<file path="src/rtl/alu_pkg.sv">
// rtl/alu_pkg.sv - shared execute-stage ALU encodings and multiply sequencer states
package alu_pkg;

    localparam logic [3:0] FS_T_A  = 4'b0000;
    localparam logic [3:0] FS_A_AB = 4'b0010;
    localparam logic [3:0] FS_LSR  = 4'b1101;
    localparam logic [3:0] FS_LSL  = 4'b1110;

    typedef enum logic [2:0] {
        IDLE,
        ADD,
        SHL,
        SHR,
        DONE
    } mul_state_t;

endpackage

</file>
<file path="src/rtl/mul_seq_if.sv">
// rtl/mul_seq_if.sv - start/busy/done handshake bundle for the multiply sequencer
interface mul_seq_if;

    logic        start;
    logic [31:0] op_a;
    logic [31:0] op_b;
    logic        busy;
    logic        done;
    logic [31:0] product;
    logic        ovf;

    modport master (
        output start, op_a, op_b,
        input  busy, done, product, ovf
    );

    modport slave (
        input  start, op_a, op_b,
        output busy, done, product, ovf
    );

endinterface

</file>
<file path="src/rtl/func_unit.sv">
// rtl/func_unit.sv - combinational function unit: transfer, add with carry, logical shifts
module func_unit
    import alu_pkg::*;
(
    input  logic [31:0] a,
    input  logic [31:0] b,
    input  logic [3:0]  fs,
    input  logic [4:0]  sh,
    output logic [31:0] f,
    output logic        c,
    output logic        z
);

    always_comb begin
        f = 32'd0;
        c = 1'b0;
        case (fs)
            FS_T_A:  f = a;
            FS_A_AB: {c, f} = {1'b0, a} + {1'b0, b};
            FS_LSR:  f = b >> sh;
            FS_LSL:  f = b << sh;
            default: f = a;
        endcase
        z = (f == 32'd0);
    end

endmodule

</file>
<file path="src/rtl/mul_seq.sv">
// rtl/mul_seq.sv - iterative 32-bit shift-and-add multiplier driving a shared func_unit
module mul_seq
    import alu_pkg::*;
#(
    parameter bit EARLY_EXIT = 1'b1
) (
    input  logic      clk,
    input  logic      rst,
    mul_seq_if.slave  bus
);

    mul_state_t  state;
    mul_state_t  next_state;
    logic [31:0] mcand;
    logic [31:0] mplier;
    logic [31:0] acc;
    logic [5:0]  cnt;
    logic        lost_hi;
    logic        ovf_r;
    logic [31:0] product_r;
    logic        ovf_out;

    logic [31:0] fu_a;
    logic [31:0] fu_b;
    logic [3:0]  fu_fs;
    logic [4:0]  fu_sh;
    logic [31:0] fu_f;
    logic        fu_c;
    logic        fu_z;

    func_unit u_fu (
        .a  (fu_a),
        .b  (fu_b),
        .fs (fu_fs),
        .sh (fu_sh),
        .f  (fu_f),
        .c  (fu_c),
        .z  (fu_z)
    );

    always_comb begin
        fu_a       = 32'd0;
        fu_b       = 32'd0;
        fu_fs      = FS_T_A;
        fu_sh      = 5'd0;
        next_state = state;
        case (state)
            IDLE: begin
                if (bus.start) begin
                    if (EARLY_EXIT && (bus.op_b == 32'd0))
                        next_state = DONE;
                    else
                        next_state = bus.op_b[0] ? ADD : SHL;
                end
            end
            ADD: begin
                fu_a       = acc;
                fu_b       = mcand;
                fu_fs      = FS_A_AB;
                next_state = SHL;
            end
            SHL: begin
                fu_b       = mcand;
                fu_sh      = 5'd1;
                fu_fs      = FS_LSL;
                next_state = SHR;
            end
            SHR: begin
                fu_b  = mplier;
                fu_sh = 5'd1;
                fu_fs = FS_LSR;
                // cnt still holds the pre-increment value: 31 means this is the 32nd step
                if ((EARLY_EXIT && fu_z) || (cnt == 6'd31))
                    next_state = DONE;
                else
                    next_state = fu_f[0] ? ADD : SHL;
            end
            DONE:    next_state = IDLE;
            default: next_state = IDLE;
        endcase
    end

    always_ff @(posedge clk) begin
        if (rst) begin
            state     <= IDLE;
            mcand     <= 32'd0;
            mplier    <= 32'd0;
            acc       <= 32'd0;
            cnt       <= 6'd0;
            lost_hi   <= 1'b0;
            ovf_r     <= 1'b0;
            product_r <= 32'd0;
            ovf_out   <= 1'b0;
        end else begin
            state <= next_state;
            case (state)
                IDLE: begin
                    if (bus.start) begin
                        mcand   <= bus.op_a;
                        mplier  <= bus.op_b;
                        acc     <= 32'd0;
                        cnt     <= 6'd0;
                        lost_hi <= 1'b0;
                        ovf_r   <= 1'b0;
                    end
                end
                ADD: begin
                    acc   <= fu_f;
                    // a shifted-out multiplicand bit only matters once it is actually added
                    ovf_r <= ovf_r | fu_c | lost_hi;
                end
                SHL: begin
                    mcand   <= fu_f;
                    lost_hi <= lost_hi | mcand[31];
                end
                SHR: begin
                    mplier <= fu_f;
                    cnt    <= cnt + 6'd1;
                end
                DONE: begin
                    product_r <= acc;
                    ovf_out   <= ovf_r;
                end
                default: ;
            endcase
        end
    end

    assign bus.busy    = (state != IDLE);
    assign bus.done    = (state == DONE);
    assign bus.product = product_r;
    assign bus.ovf     = ovf_out;

endmodule

</file>
<file path="src/flat_wrapper.sv">
// flat-port wrapper written by rule: the top's interface ports become plain ports
module mul_seq_flat import alu_pkg::*;
#(
    parameter bit EARLY_EXIT = 1'b1
)
  (clk, rst, bus_start, bus_op_a, bus_op_b, bus_busy, bus_done, bus_product, bus_ovf);
  mul_seq_if bus_i ();
  input  logic clk;
  input  logic rst;
  input wire logic [$bits(bus_i.start)-1:0] bus_start;
  input wire logic [$bits(bus_i.op_a)-1:0] bus_op_a;
  input wire logic [$bits(bus_i.op_b)-1:0] bus_op_b;
  output wire logic [$bits(bus_i.busy)-1:0] bus_busy;
  output wire logic [$bits(bus_i.done)-1:0] bus_done;
  output wire logic [$bits(bus_i.product)-1:0] bus_product;
  output wire logic [$bits(bus_i.ovf)-1:0] bus_ovf;
  assign bus_i.start = bus_start;
  assign bus_i.op_a = bus_op_a;
  assign bus_i.op_b = bus_op_b;
  assign bus_busy = bus_i.busy;
  assign bus_done = bus_i.done;
  assign bus_product = bus_i.product;
  assign bus_ovf = bus_i.ovf;
  mul_seq #(.EARLY_EXIT(EARLY_EXIT)) u_core (.clk(clk), .rst(rst), .bus(bus_i));
endmodule
</file>
<file path="config.mk">
export PLATFORM = sky130hd
export DESIGN_NAME = mul_seq_flat
export DESIGN_NICKNAME = d
export VERILOG_FILES = /design/src/rtl/alu_pkg.sv /design/src/rtl/mul_seq_if.sv /design/src/rtl/func_unit.sv /design/src/rtl/mul_seq.sv /design/src/flat_wrapper.sv
export SDC_FILE = /design/constraint.sdc
export NUM_CORES = 1
export LEC_CHECK = 0
export CAP_MARGIN = 5
export CORE_UTILIZATION = 34
export CTS_CLUSTER_DIAMETER = 80
export CTS_CLUSTER_SIZE = 25
export DETAILED_ROUTE_END_ITERATION = 6
export PLACE_DENSITY_LB_ADDON = 0.3
export SLEW_MARGIN = 25
export SYNTH_ARGS = -nofsm -noshare
export SYNTH_HDL_FRONTEND = slang
export SYNTH_SLANG_ARGS = --single-unit
</file>
<file path="constraint.sdc">
create_clock -name clk -period 5.9 [get_ports clk]
set_input_delay 1.475 -clock clk [delete_from_list [all_inputs] [get_ports clk]]
set_output_delay 1.475 -clock clk [all_outputs]
set_load 0.03 [all_outputs]
</file>
==> reports/qor.log <==
[outcome] status finished, violations left
[outcome] failing checks DRC
[pwr] power density cells 268 nW/um^2
[timing] achievable clock frequency 204 MHz
[detailed_routing] iteration count of the initial detailed-routing pass 7
[setup_path] kind of cell adding the most delay to the critical path compound AO/OA/AOI/OAI gates
[cells_and_area] Antenna Cells 0
[setup_path] Worst EP arrival 5.26 ns
[synthesis] number of warnings issued by yosys 0
[synthesis] Syn Std Cell Area 8030 sq um
[clocking] clock transition at the registers of the reported paths 0.06 ns
[pwr] sequential cell fraction of total power 40.8%
[clocking] clock buffers created by TritonCTS 17
[die] top-level port count 102
[placement] number of port buffers 101
[setup_path] reg-to-reg setup timing slack 1.01 ns
[global_route] via count of the first global-routing pass 7549
[synthesis] register bit count reported by yosys 140
[timing] Final Skew 0.00922 ns
[timing] final max-slew violation count 0
[placement] HPWL Detailed 19000 um
[global_route] largest net degree at the start of global routing 93
[synthesis] share of synthesized registers carrying an async set or reset 0%
[setup_path] startpoint types register
[pwr] total power after layout 2.63 mW
[timing] post-route fraction of the period consumed by the critical path 82.9%
[setup_path] kind of end point of the critical path register
[die] number of placement rows 55
[placement] Final GP Congestion 0.914
[clocking] number of buffers added to fix hold violations after cts 0
[clocking] later-pin clock latency in the skew report 0.42 ns
[min_path] hold crit path type reg2reg
[setup_path] chain of cells forming the critical path nand2b_1 > or2_2 > nand2_1 > a22o_1 > ha_1 > fa_1 > a21o_1 > a221o_1 > a41o_1 > a21oi_2 > o41a_1 > mux2i_1 > nand2_1 > a2111oi_2 > nand4b_1 > a21oi_1 > o21ba_1
[pwr] Max IR drop VDD 0.000204 V
[clocking] clock tree root buffer cell sky130_fd_sc_hd__clkbuf_16
[run] max-cap violation count 0
[detailed_routing] post-route ant nets 0
[pwr] switching power of the nets 0.801 mW
[detailed_routing] violation count after the first detailed-route iteration 666
[cells_and_area] layout cells sized above 1 5.91%
[synthesis] Area contributors post-synth sky130_fd_sc_hd__dfxtp_1 (35%), sky130_fd_sc_hd__a21oi_1 (9.2%), sky130_fd_sc_hd__nand2_1 (8.5%)
[synthesis] synthesized net count 1151
[global_route] Overall Global Routing Usage 21.6%
[die] height of the chip 156 um
[global_route] GRT Residual Overflow 0
[setup_path] Crit path buffers/inverters 0
[clocking] TritonCTS clock tree done
[die] Total Die Area 24200 sq um
[placement] Worst Setup Slack post-DPL 1.15 ns
[timing] transition time of the tightest slew-check pin 0.956 ns
[cells_and_area] number of fill cells in the layout 2324
[pwr] design internal power 1.83 mW
[synthesis] number of instances in the synthesized netlist 1047
[setup_path] highest net fanout along the worst path 12
[cells_and_area] Layout Area Growth over Synthesis 22.3%
[timing] slack of the critical path 1.01 ns
[synthesis] count of flip-flops with a built-in enable after synthesis 0
[timing] count of final hold-check violations 0
[pwr] Lkg Pwr 3.82 nW
[pwr] switching portion of total power 30.4%
[synthesis] largest area contributor in the netlist sky130_fd_sc_hd__dfxtp_1
[clocking] sinks on the clock net 140
[die] starting density of the core 35.1%
[global_route] global-route wire length before repair 41100 um
[die] area inside the core boundary 22900 sq um
[detailed_routing] post-detailed-route DRC marker count 5
[setup_path] cell repeated most along the worst path sky130_fd_sc_hd__nand2_1
[clocking] H-tree level count 4
[clocking] quantity of gates resized following cts 0
[synthesis] share of the synthesized area in the top cell type 34.9%
[detailed_routing] Post-Route WL 26000 um
[synthesis] count of cell types in the netlist 64
[timing] setup repair after global routing missed its margin no
[detailed_routing] post-detailed-route wirelength per cell 18.2 um
[timing] time the worst path needs with I/O delays and setup 4.89 ns
[detailed_routing] DR vias 8122
[synthesis] syn avg cell area 7.67 sq um
[timing] setup-violating endpoint count in the final report 0
[global_route] number of antenna violations at the first check in global routing 0
[synthesis] most frequent cell after synthesis sky130_fd_sc_hd__nand2_1
[setup_path] classification of the worst setup path reg2reg
[clocking] setup fix buffers added after clock tree synthesis 0
[setup_path] Slowest cell on crit path sky130_fd_sc_hd__dfxtp_1
[pwr] share of total power in the clock network 40.8%
[setup_path] Largest stage delay, worst path 0.54 ns
[timing] Max-Slew Margin vs Limit 36.3%
[synthesis] top cells by count, synth sky130_fd_sc_hd__nand2_1 (181), sky130_fd_sc_hd__a21oi_1 (147), sky130_fd_sc_hd__dfxtp_1 (140)
[synthesis] flip-flop cell with the highest count after synthesis sky130_fd_sc_hd__dfxtp_1
[detailed_routing] vias per std cell 5.68
[timing] total negative slack for setup checks 0 ns
[die] x dimension of the die 156 um
[clocking] clock buffer depth 2
[pwr] portion of total power attributed to combinational logic 18.4%
[setup_path] required time of the worst setup path 6.26 ns
[synthesis] register area share after synthesis 34.9%
[cells_and_area] Total Nets Final 1207
## registers in the layout, indices dropped and copies added, names as in the netlist
register            count
u_core.acc             32
u_core.bus.product     32
u_core.mcand           32
u_core.mplier          32
u_core.cnt              6
u_core.state            3
u_core.bus.ovf          1
u_core.lost_hi          1
u_core.ovf_r            1
## per-stage QoR
| step | cell area, sq um | hold slack [ns] | std cells | utilization, % |
|---|---|---|---|---|
| 6_report | 9820 | 0.451 | 1429 | 42.9 |
| 3_3_place_gp | 9230 | 0.443 | 1397 | 40.3 |
| 5_1_grt | 9820 | 0.470 | 1429 | 42.9 |
| 4_1_cts | 9820 | 0.454 | 1429 | 42.9 |
| 3_5_place_dp | 9230 | 0.445 | 1397 | 40.3 |
| 2_1_floorplan | 8030 | 0.432 | 1047 | - |
## worst min-delay path: stages, from the launching register on
cell                      delay [ns]
sky130_fd_sc_hd__dfxtp_1        0.31
sky130_fd_sc_hd__nand2_1        0.05
sky130_fd_sc_hd__a21oi_1        0.05
## worst paths after layout
path / depth (start not counted) / from / end
worst min register to register: 2 / u_core.bus.product[26]$_SDFFE_PP0P_ / u_core.bus.product[26]$_SDFFE_PP0P_
worst max register to register: 17 / u_core.state[2]$_SDFFE_PP0P_ / u_core.state[2]$_SDFFE_PP0P_
worst min-delay path: 2 / u_core.bus.product[26]$_SDFFE_PP0P_ / u_core.bus.product[26]$_SDFFE_PP0P_
worst max-delay path: 17 / u_core.state[2]$_SDFFE_PP0P_ / u_core.state[2]$_SDFFE_PP0P_
## logic make-up (layout without fill, tap and decap cells)
| family | count (synthesis) | in the layout | share of synthesized area (%) |
|---|---|---|---|
| and+or+nand+nor | 411 | 411 | 23.6 |
| AOI/OAI and AO/OA | 348 | 348 | 28.4 |
| DFF | 140 | 140 | 34.9 |
| buffers and inverters | 85 | 154 | 4.33 |
| adders and majority gates | 37 | 37 | 5.86 |
| xor gates and xnor gates | 20 | 20 | 2.18 |
| muxes | 6 | 6 | 0.763 |
## final cells by class
cell class | count | area (sq um) | share of cell area, %
multi-input combinational | 822 | 4890 | 49.8
sequential | 140 | 2800 | 28.5
timing repair buffer | 116 | 1120 | 11.4
clock buffer | 22 | 474 | 4.83
tap | 313 | 392 | 3.99
clock inverter | 10 | 115 | 1.17
inverter | 6 | 22.5 | 0.229
## cells in the final DEF (no fill, tap or decap), drive strengths merged, types with 4 or more instances in the layout
cell             n
o21bai           4
clkdlybuf4s50  100
nor2            88
buf             16
and3            40
a22o            31
a31oi            5
o22ai            4
o21ai           21
nand3           17
nand2          181
and2             6
dfxtp          140
or3              5
xnor2           12
a21oi          148
mux2i            5
a22oi           71
nand4           14
nor4            21
or2              4
inv              5
a211oi          10
o211ai           5
a211o            5
clkinv           6
o21a             6
clkbuf          22
ha              36
a21o            12
xor2             8
nand2b           4
nor3            16
## power by group through the flow
stage	Combinational [mW]	Sequential, mW	Clock (mW)
5_1_grt	0.528	1.08	1.13
2_1_floorplan	0.327	1.06	0
4_1_cts	0.482	1.07	1.09
3_5_place_dp	0.480	1.09	0
3_3_place_gp	0.477	1.09	0
6_report	0.485	1.07	1.07
## routing by layer
| layer | share of wire, % | track usage, % |
|---|---|---|
| met3 | 7.6 | 4.58 |
| met4 | 2.2 | 7.47 |
| met2 | 42 | 31.4 |
| met5 | 0 | 0 |
| met1 | 49 | 31.3 |
(Power assumes the default switching activity.)
